[src/rtl/qpu_exu_meas_hist.sv]
// Per-qubit measurement result history with pending tracking, fast-feedback flags
// and a one-cycle-latency indexed read port.
module qpu_exu_meas_hist #(
    parameter int  QUBIT_NUM  = 12,
    parameter int  HIST_DEPTH = 4,
    localparam int QW         = $clog2(QUBIT_NUM),
    localparam int HW         = $clog2(HIST_DEPTH),
    localparam int CW         = $clog2(HIST_DEPTH + 1)
) (
    input  logic                 clk,
    input  logic                 rst,
    input  logic                 meas_issue_en,
    input  logic [QUBIT_NUM-1:0] meas_issue_list,
    input  logic                 meas_ret_en,
    input  logic [QUBIT_NUM-1:0] meas_ret_list,
    input  logic [QUBIT_NUM-1:0] meas_ret_data,
    input  logic                 clr_en,
    input  logic [QUBIT_NUM-1:0] clr_list,
    input  logic                 rd_req,
    input  logic [QW-1:0]        rd_qidx,
    input  logic [HW-1:0]        rd_ofs,
    output logic                 rd_ack,
    output logic                 rd_data,
    output logic                 rd_vld,
    output logic [QUBIT_NUM-1:0] meas_pend,
    output logic [QUBIT_NUM-1:0] meas_vld,
    output logic [QUBIT_NUM-1:0] meas_one,
    output logic [QUBIT_NUM-1:0] meas_zero,
    output logic [QUBIT_NUM-1:0] meas_equ,
    output logic                 err_spur
);

    // Read-select vectors are padded to the full rd_qidx range so out-of-range
    // indices land on constant-zero entries instead of needing a separate guard.
    localparam int NP = 1 << QW;

    localparam logic [HW-1:0] HW_ONE  = HW'(1);
    localparam logic [HW-1:0] HW_TWO  = HW'(2);
    localparam logic [CW-1:0] CW_ONE  = CW'(1);
    localparam logic [CW-1:0] CW_TWO  = CW'(2);
    localparam logic [CW-1:0] CNT_MAX = CW'(HIST_DEPTH);

    logic [NP-1:0]        rd_bit_w;
    logic [NP-1:0]        rd_hit_w;
    logic [QUBIT_NUM-1:0] spur_w;

    logic rd_ack_q, rd_ack_d;
    logic rd_data_q, rd_data_d;
    logic rd_vld_q, rd_vld_d;
    logic err_spur_q, err_spur_d;

    genvar gi;
    generate
        for (gi = 0; gi < NP; gi++) begin : g_q
            if (gi < QUBIT_NUM) begin : g_live
                logic [HIST_DEPTH-1:0] hist_q, hist_d;
                logic [HW-1:0]         wp_q, wp_d, wp_base;
                logic [CW-1:0]         cnt_q, cnt_d, cnt_base;
                logic                  pend_q, pend_d;
                logic                  iss, ret, clr;
                logic [HW-1:0]         rd_idx, newest_idx, prev_idx;
                logic                  newest, previous;

                always_comb begin
                    iss      = meas_issue_en & meas_issue_list[gi];
                    ret      = meas_ret_en & meas_ret_list[gi] & pend_q;
                    clr      = clr_en & clr_list[gi];
                    // A clear takes effect before a same-cycle return lands.
                    wp_base  = clr ? '0 : wp_q;
                    cnt_base = clr ? '0 : cnt_q;
                    hist_d   = hist_q;
                    wp_d     = wp_base;
                    cnt_d    = cnt_base;
                    if (ret) begin
                        hist_d[wp_base] = meas_ret_data[gi];
                        wp_d            = wp_base + HW_ONE;
                        cnt_d           = (cnt_base == CNT_MAX) ? CNT_MAX : cnt_base + CW_ONE;
                    end
                    pend_d = iss | (pend_q & ~ret);
                end

                always_ff @(posedge clk) begin
                    if (rst) begin
                        hist_q <= '0;
                        wp_q   <= '0;
                        cnt_q  <= '0;
                        pend_q <= 1'b0;
                    end else begin
                        hist_q <= hist_d;
                        wp_q   <= wp_d;
                        cnt_q  <= cnt_d;
                        pend_q <= pend_d;
                    end
                end

                assign newest_idx = wp_q - HW_ONE;
                assign prev_idx   = wp_q - HW_TWO;
                assign newest     = hist_q[newest_idx];
                assign previous   = hist_q[prev_idx];
                assign rd_idx     = wp_q - HW_ONE - rd_ofs;

                assign rd_bit_w[gi]  = hist_q[rd_idx];
                assign rd_hit_w[gi]  = ({{(CW-HW){1'b0}}, rd_ofs} < cnt_q);
                assign spur_w[gi]    = meas_ret_en & meas_ret_list[gi] & ~pend_q;

                assign meas_pend[gi] = pend_q;
                assign meas_vld[gi]  = (cnt_q != '0);
                assign meas_one[gi]  = (cnt_q != '0) & newest;
                assign meas_zero[gi] = (cnt_q != '0) & ~newest;
                assign meas_equ[gi]  = (cnt_q >= CW_TWO) & (newest == previous);
            end else begin : g_pad
                assign rd_bit_w[gi] = 1'b0;
                assign rd_hit_w[gi] = 1'b0;
            end
        end
    endgenerate

    always_comb begin
        rd_ack_d   = rd_req;
        rd_vld_d   = rd_req & rd_hit_w[rd_qidx];
        rd_data_d  = rd_vld_d & rd_bit_w[rd_qidx];
        err_spur_d = err_spur_q | (|spur_w);
    end

    always_ff @(posedge clk) begin
        if (rst) begin
            rd_ack_q   <= 1'b0;
            rd_data_q  <= 1'b0;
            rd_vld_q   <= 1'b0;
            err_spur_q <= 1'b0;
        end else begin
            rd_ack_q   <= rd_ack_d;
            rd_data_q  <= rd_data_d;
            rd_vld_q   <= rd_vld_d;
            err_spur_q <= err_spur_d;
        end
    end

    assign rd_ack   = rd_ack_q;
    assign rd_data  = rd_data_q;
    assign rd_vld   = rd_vld_q;
    assign err_spur = err_spur_q;

endmodule

[config.mk]
export PLATFORM = sky130hd
export DESIGN_NAME = qpu_exu_meas_hist
export DESIGN_NICKNAME = d
export VERILOG_FILES = /design/src/rtl/qpu_exu_meas_hist.sv
export SDC_FILE = /design/constraint.sdc
export NUM_CORES = 1
export LEC_CHECK = 0
export ABC_CLOCK_PERIOD_IN_PS = 2700
export BUFFER_PORTS_ARGS = -buffer_cell sky130_fd_sc_hd__buf_4
export CAP_MARGIN = 15
export CORE_ASPECT_RATIO = 0.9
export CORE_UTILIZATION = 50
export CTS_BUF_LIST = sky130_fd_sc_hd__clkbuf_2 sky130_fd_sc_hd__clkbuf_4 sky130_fd_sc_hd__clkbuf_8
export DETAILED_ROUTE_END_ITERATION = 8
export PLACE_DENSITY_LB_ADDON = 0.25
export SLEW_MARGIN = 0
export SYNTH_ARGS = -nofsm -noshare
export SYNTH_HDL_FRONTEND = slang
export SYNTH_SLANG_ARGS = --single-unit
[constraint.sdc]
create_clock -name clk -period 2.7 [get_ports clk]
set_clock_uncertainty 0.1 [all_clocks]
set_input_delay 0.81 -clock clk [delete_from_list [all_inputs] [get_ports clk]]
set_output_delay 0.81 -clock clk [all_outputs]
set_load 0.01 [all_outputs]
# [Word-level counts from Yosys, hierarchy flattened]
# Index checks and enable logic that the tools add are counted.
[word_totals] regBits=124 latchBits=0 ram_bits=0 rom_bits=0 in_bits=60 out_inout_bits=64 memories=0
[op_classes] add_sub_neg=60 n_mul=0 div_mod_pow=0 n_lt_le_gt_ge=85 eq_ne=24 shift=0 muxes=172 n_bitwise=159 reduce_logical=25
[ops] operator="$lt 2x3->1 const B" n=48
[ops] operator="$and 1x1->1" n=110
[ops] operator="$mux 3" n=36
[ops] operator="$bmux 1 s2" n=36
[ops] operator="$mux 1" n=50
[ops] operator="$bwmux 4" n=12
[ops] operator="$mux 2" n=24
[ops] operator="$add 3x1->3 const B" n=12
[ops] operator="$eq 3x3->1 const B" n=12
[ops] operator="$ge 3x2->1 const B" n=12
[ops] operator="$lt 2x3->1" n=12
[ops] operator="$not 1->1" n=36
[ops] operator="$reduce_bool 3->1" n=12
[ops] operator="$add 2x1->2 const B" n=12
[ops] operator="$demux 1 s2" n=12
[ops] operator="$ge 2x1->1 const B" n=12
[ops] operator="$sub 2x1->2 const B" n=12
[ops] operator="$sub 2x2->2" n=12
[ops] operator="$sub 2x2->2 const B" n=12
[ops] operator="$or 1x1->1" n=13
[ops] operator="$eq 1x1->1" n=12
[ops] operator="$logic_and 1x1->1" n=12
[ops] operator="$reduce_or 12->1" n=1
[ops] operator="$bmux 1 s4" n=2
[ops] operator="$lt 4x5->1 const B" n=1

# [Depth between registers and ports, before layout]
[depth] ltp_word=7 depth_mapped=8 ltp_nobuf=7

# [Worst setup path before layout]
# OpenSTA, ideal clock, no wires.
[synth_timing] kind="input to register" start="in rd_ofs[0]" end="reg rd_data_q (netlist: rd_data)" setup_time_ns=0.116 t_arrival_ns=2.393 setup_slack_ns=0.091 cell_stages=7 n_path_buf=0 cell_sequence="ha_1 -> xor2_1 -> xnor2_1 -> mux4_2 -> a311oi_1 -> o211ai_1 -> and4_1"
[synth_via] elab_chain_cells=6 elab_cells_between_ends=54 cone_classes="add/sub: 12; order compare: 12; mux: 28; bitwise: 2"
[synth_lines] item="start, declared" line_no="21" source="input logic [HW-1:0] rd_ofs,"
[synth_lines] item="$sub 2x2->2" line_no="100" source="assign rd_idx = wp_q - HW_ONE - rd_ofs;"
[synth_lines] item="$bmux 1 s2" line_no="102" source="assign rd_bit_w[gi] = hist_q[rd_idx];"
[synth_lines] item="$mux 1 (implied by the code)" line_no="102"
[synth_lines] item="$bmux 1 s4" line_no="121" source="rd_data_d = rd_vld_d & rd_bit_w[rd_qidx];"
[synth_lines] item="$mux 1 (implied by the code)" line_no="121"
[synth_lines] item="$and 1x1->1 *" line_no="121"
[synth_lines] item="end signal, assigned" line_no="133" source="rd_data_q <= rd_data_d;"
[synth_lines] item="end, declared" line_no="48" source="logic rd_data_q, rd_data_d;"
# Mark *: on every way between the ends. The rest lies on a longest branch, timed or not. The select of a mux whose other input is x is not followed.
# A chain may end at the register's enable or synchronous reset.

# [Worst setup path in the final report]
[layout_timing] start="reg g_q[1].g_live.wp_q[0]" end="out meas_equ[1]"
[layout_via] elab_chain_cells=5 elab_cells_between_ends=8 cone_classes="add/sub: 2; eq/ne: 1; mux: 4; bitwise: 1"
[layout_lines] item="start, declared" line_no="57" source="logic [HW-1:0] wp_q, wp_d, wp_base;"
[layout_lines] item="start signal, assigned" line_no="90" source="wp_q <= wp_d;"
[layout_lines] item="$sub 2x1->2 or $sub 2x2->2 (tied branches)" line_no="96, 97"
[layout_lines] item="$bmux 1 s2, on equally long branches" line_no="98, 99"
[layout_lines] item="$mux 1, on equally long branches" line_no="98, 99"
[layout_lines] item="$eq 1x1->1 *" line_no="110" source="assign meas_equ[gi] = (cnt_q >= CW_TWO) & (newest == previous);"
[layout_lines] item="$and 1x1->1 *" line_no="110"
[layout_lines] item="end, declared" line_no="29" source="output logic [QUBIT_NUM-1:0] meas_equ,"
# Marked as above.

==> results.json <==
{
  "p_switching_w": 0.00109,
  "drv_cap": 0,
  "status": "complete, no violations",
  "worst_ir_drop_vdd_v": 0.000283,
  "antenna_cells": 0,
  "fin_crit_sh_pct": 97.2,
  "die_w_um": 142,
  "dieArea_um2": 18200,
  "syn_avg_cell_area_um2": 7.76,
  "cp_max_fo": 6,
  "synth_top_area_share_pct": 28.1,
  "hold_violations": 0,
  "synth.largest_area_cell": "dfxtp_1",
  "mostFrequentLayoutCell": "nand2_1",
  "core_um2": 17100,
  "yosysWarnings": 0,
  "synthCells": 1139,
  "cts_sinks": 124,
  "dpl_cell_area_um2": 9910,
  "cp-end-kind": "output port",
  "hpwl_um": 16900,
  "num_vias": 8019,
  "p_seq_share_pct": 47.2,
  "area_growth_pct": 17.9,
  "fin_tns_setup_ns": 0,
  "final_area_um2": 10400,
  "fin_ws_ns": 0.0757,
  "pre_cts_ws_ns": -0.338,
  "die_y_um": 128,
  "cts_tree": "built",
  "ys_types": 39,
  "ioPinCount": 124,
  "cts_root_buf": "clkbuf_8",
  "drt_first_pass_iters": 6,
  "grt_pass1_vias": 7316,
  "ys_seq_area_share_pct": 28.1,
  "drt-wirelength-per-cell_um": 15.3,
  "crit_arrival_ns": 1.71,
  "layout_min_cycle_time_ns": 2.62,
  "clk_pin_slew_ns": 0.08,
  "powerDensity_nw_per_um2": 384,
  "max_slew.worst_pin.slew_ns": 0.559,
  "rsz0062_at_grt": "true",
  "reg2reg_slack_ns": 0.35,
  "ant_nets": 0,
  "drive_gt1_share_pct": 18.6,
  "vias_per_cell": 5.40,
  "routed_wl_um": 22700,
  "start_kind": "register",
  "pwr-share-clk_pct": 40.8,
  "worstSetupPathType": "register to output port",
  "clk-insertion-delay-late_ns": 0.45,
  "synth_area_leaders": "dfxtp_1, ha_1, nand2_1, mux4_2, a21oi_1",
  "cts_max_level": 4,
  "gr-total-overflow": 0,
  "fillCellCount": 1542,
  "row_count": 45,
  "syn_area_um2": 8830,
  "grt_pass1_wl_um": 36700,
  "crit_required_ns": 1.79,
  "relSlewSlack_pct": 62.7,
  "min_path_type": "register to register",
  "p_int_w": 0.00291,
  "setup_viol": 0,
  "leakage_nw": 4.43,
  "nNetsFinal": 1393,
  "numCtsBuffers": 17,
  "initialDrtViolationCount": 386,
  "cts_hold_buffers": 0,
  "comb_power_share_pct": 12.1,
  "drv_slew": 0,
  "grt_max_degree": 122,
  "switching_share_pct": 27.2,
  "start_util_pct": 51.8,
  "syn-num-nets": 1295,
  "hold_slack_ns": 0.388,
  "ys_ff_latch": 124,
  "clockBufferDepth": 2,
  "routabilityCongestion": 0.836,
  "remaining_drc_errors": 0,
  "total_power_w": 0.00399,
  "antenna_found_initial": 0,
  "grt.total_usage_pct": 25.6,
  "final_cell_mix": "nand2_1, buf_4, dfxtp_1, a21oi_1, inv_1",
  "fmax_mhz": 381,
  "portBuffers": 123
}
-- final timing paths --
kind,from,end,cells after the start
max,g_q[1].g_live.wp_q[0]$_SDFF_PP0_,meas_equ[1],5
min,err_spur$_SDFF_PP0_,err_spur$_SDFF_PP0_,2
max reg2reg,g_q[3].g_live.wp_q[0]$_SDFF_PP0_,rd_data$_SDFF_PP0_,7
min reg2reg,err_spur$_SDFF_PP0_,err_spur$_SDFF_PP0_,2
-- routing by layer --
| metal | up-vias | GRT usage (%) | share of wire (%) |
|---|---|---|---|
| li1 | 4046 | - | - |
| met1 | 3692 | 34.2 | 46 |
| met2 | 242 | 40.4 | 45 |
| met3 | 39 | 6.13 | 6.6 |
| met4 | 0 | 8.86 | 2.6 |
| met5 | - | 0 | 0 |
-- cells in the mapped netlist, drive strengths merged --
| master | number |
|---|---|
| buf | 17 |
| o21ai | 8 |
| a22oi | 12 |
| and2 | 12 |
| dfxtp | 124 |
| o2111a | 1 |
| xor2 | 16 |
| or3 | 1 |
| a21boi | 1 |
| inv | 98 |
| a21oi | 102 |
| clkbuf | 46 |
| a211oi | 19 |
| mux2i | 20 |
| and4 | 1 |
| nand2 | 244 |
| o22ai | 7 |
| o211ai | 3 |
| nand3 | 65 |
| nor2 | 72 |
| o221ai | 6 |
| o2111ai | 1 |
| or2 | 5 |
| a311oi | 2 |
| nor3 | 29 |
| a311o | 4 |
| nand2b | 22 |
| and3 | 6 |
| mux4 | 25 |
| xnor2 | 48 |
| ha | 96 |
| a221oi | 15 |
| nor2b | 3 |
| o32ai | 1 |
| nor3b | 2 |
| o311ai | 5 |
-- logic make-up (layout without fill, tap and decap cells) --
group | after synthesis | in the layout | share of synthesized area (%)
buffers and inverters | 161 | 272 | 7.49
adders and majority gates | 96 | 96 | 13.6
and+or+nand+nor | 462 | 462 | 22.5
AOI/OAI and AO/OA | 187 | 187 | 13.3
muxes | 45 | 45 | 8.64
xor gates and xnor gates | 64 | 64 | 6.43
DFF | 124 | 124 | 28.1
-- final cells by class --
cell class	count	area (um2)	share of cell area [%]
Clock inverter	9	87.6	0.841
Inverter	98	368	3.53
Sequential cell	124	2540	24.4
Tap cell	235	294	2.82
Clock buffer	23	304	2.92
Multi-Input combinational cell	854	5740	55.1
Timing Repair Buffer	142	1080	10.4
-- sequential cells by signal, indices dropped and copies added (netlist names) --
register,count
err_spur,1
g_q.g_live.cnt_q,36
g_q.g_live.hist_q,48
g_q.g_live.pend_q,12
g_q.g_live.wp_q,24
rd_ack,1
rd_data,1
rd_vld,1
-- through the flow --
| stage | utilization (%) | std cells |
|---|---|---|
| final | 61.0 | 1485 |
| after global routing | 61.0 | 1485 |
| after CTS | 60.7 | 1485 |
| after detailed placement | 58.1 | 1453 |
| after global placement | 58.1 | 1453 |
| after floorplan | - | 1139 |
-- worst max-delay path: stages, from the launching register on --
cell,delay [ns]
dfxtp_4,0.40
mux2i_1,0.23
xor2_1,0.16
nor2_1,0.06
a211oi_2,0.24
buf_4,0.18
-- power by group through the flow --
stage | sequential, W | clock (W) | combinational (W)
floorplan | 0.00192 | 0 | 0.000293
global placement | 0.00194 | 0 | 0.000472
detailed placement | 0.00194 | 0 | 0.000478
CTS | 0.00189 | 0.00166 | 0.000481
global route | 0.00189 | 0.00174 | 0.000532
finish | 0.00188 | 0.00163 | 0.000481
-- timing repair --
action | 4_1_cts | 5_1_grt
pin swaps | 0 | 4
setup buffers | 0 | 0
hold endpoints to repair | 0 | 0
resized for setup | 21 | 24
endpoints found under the setup margin | 26 | 18
No activity file was read; power rests on OpenSTA's default activity.
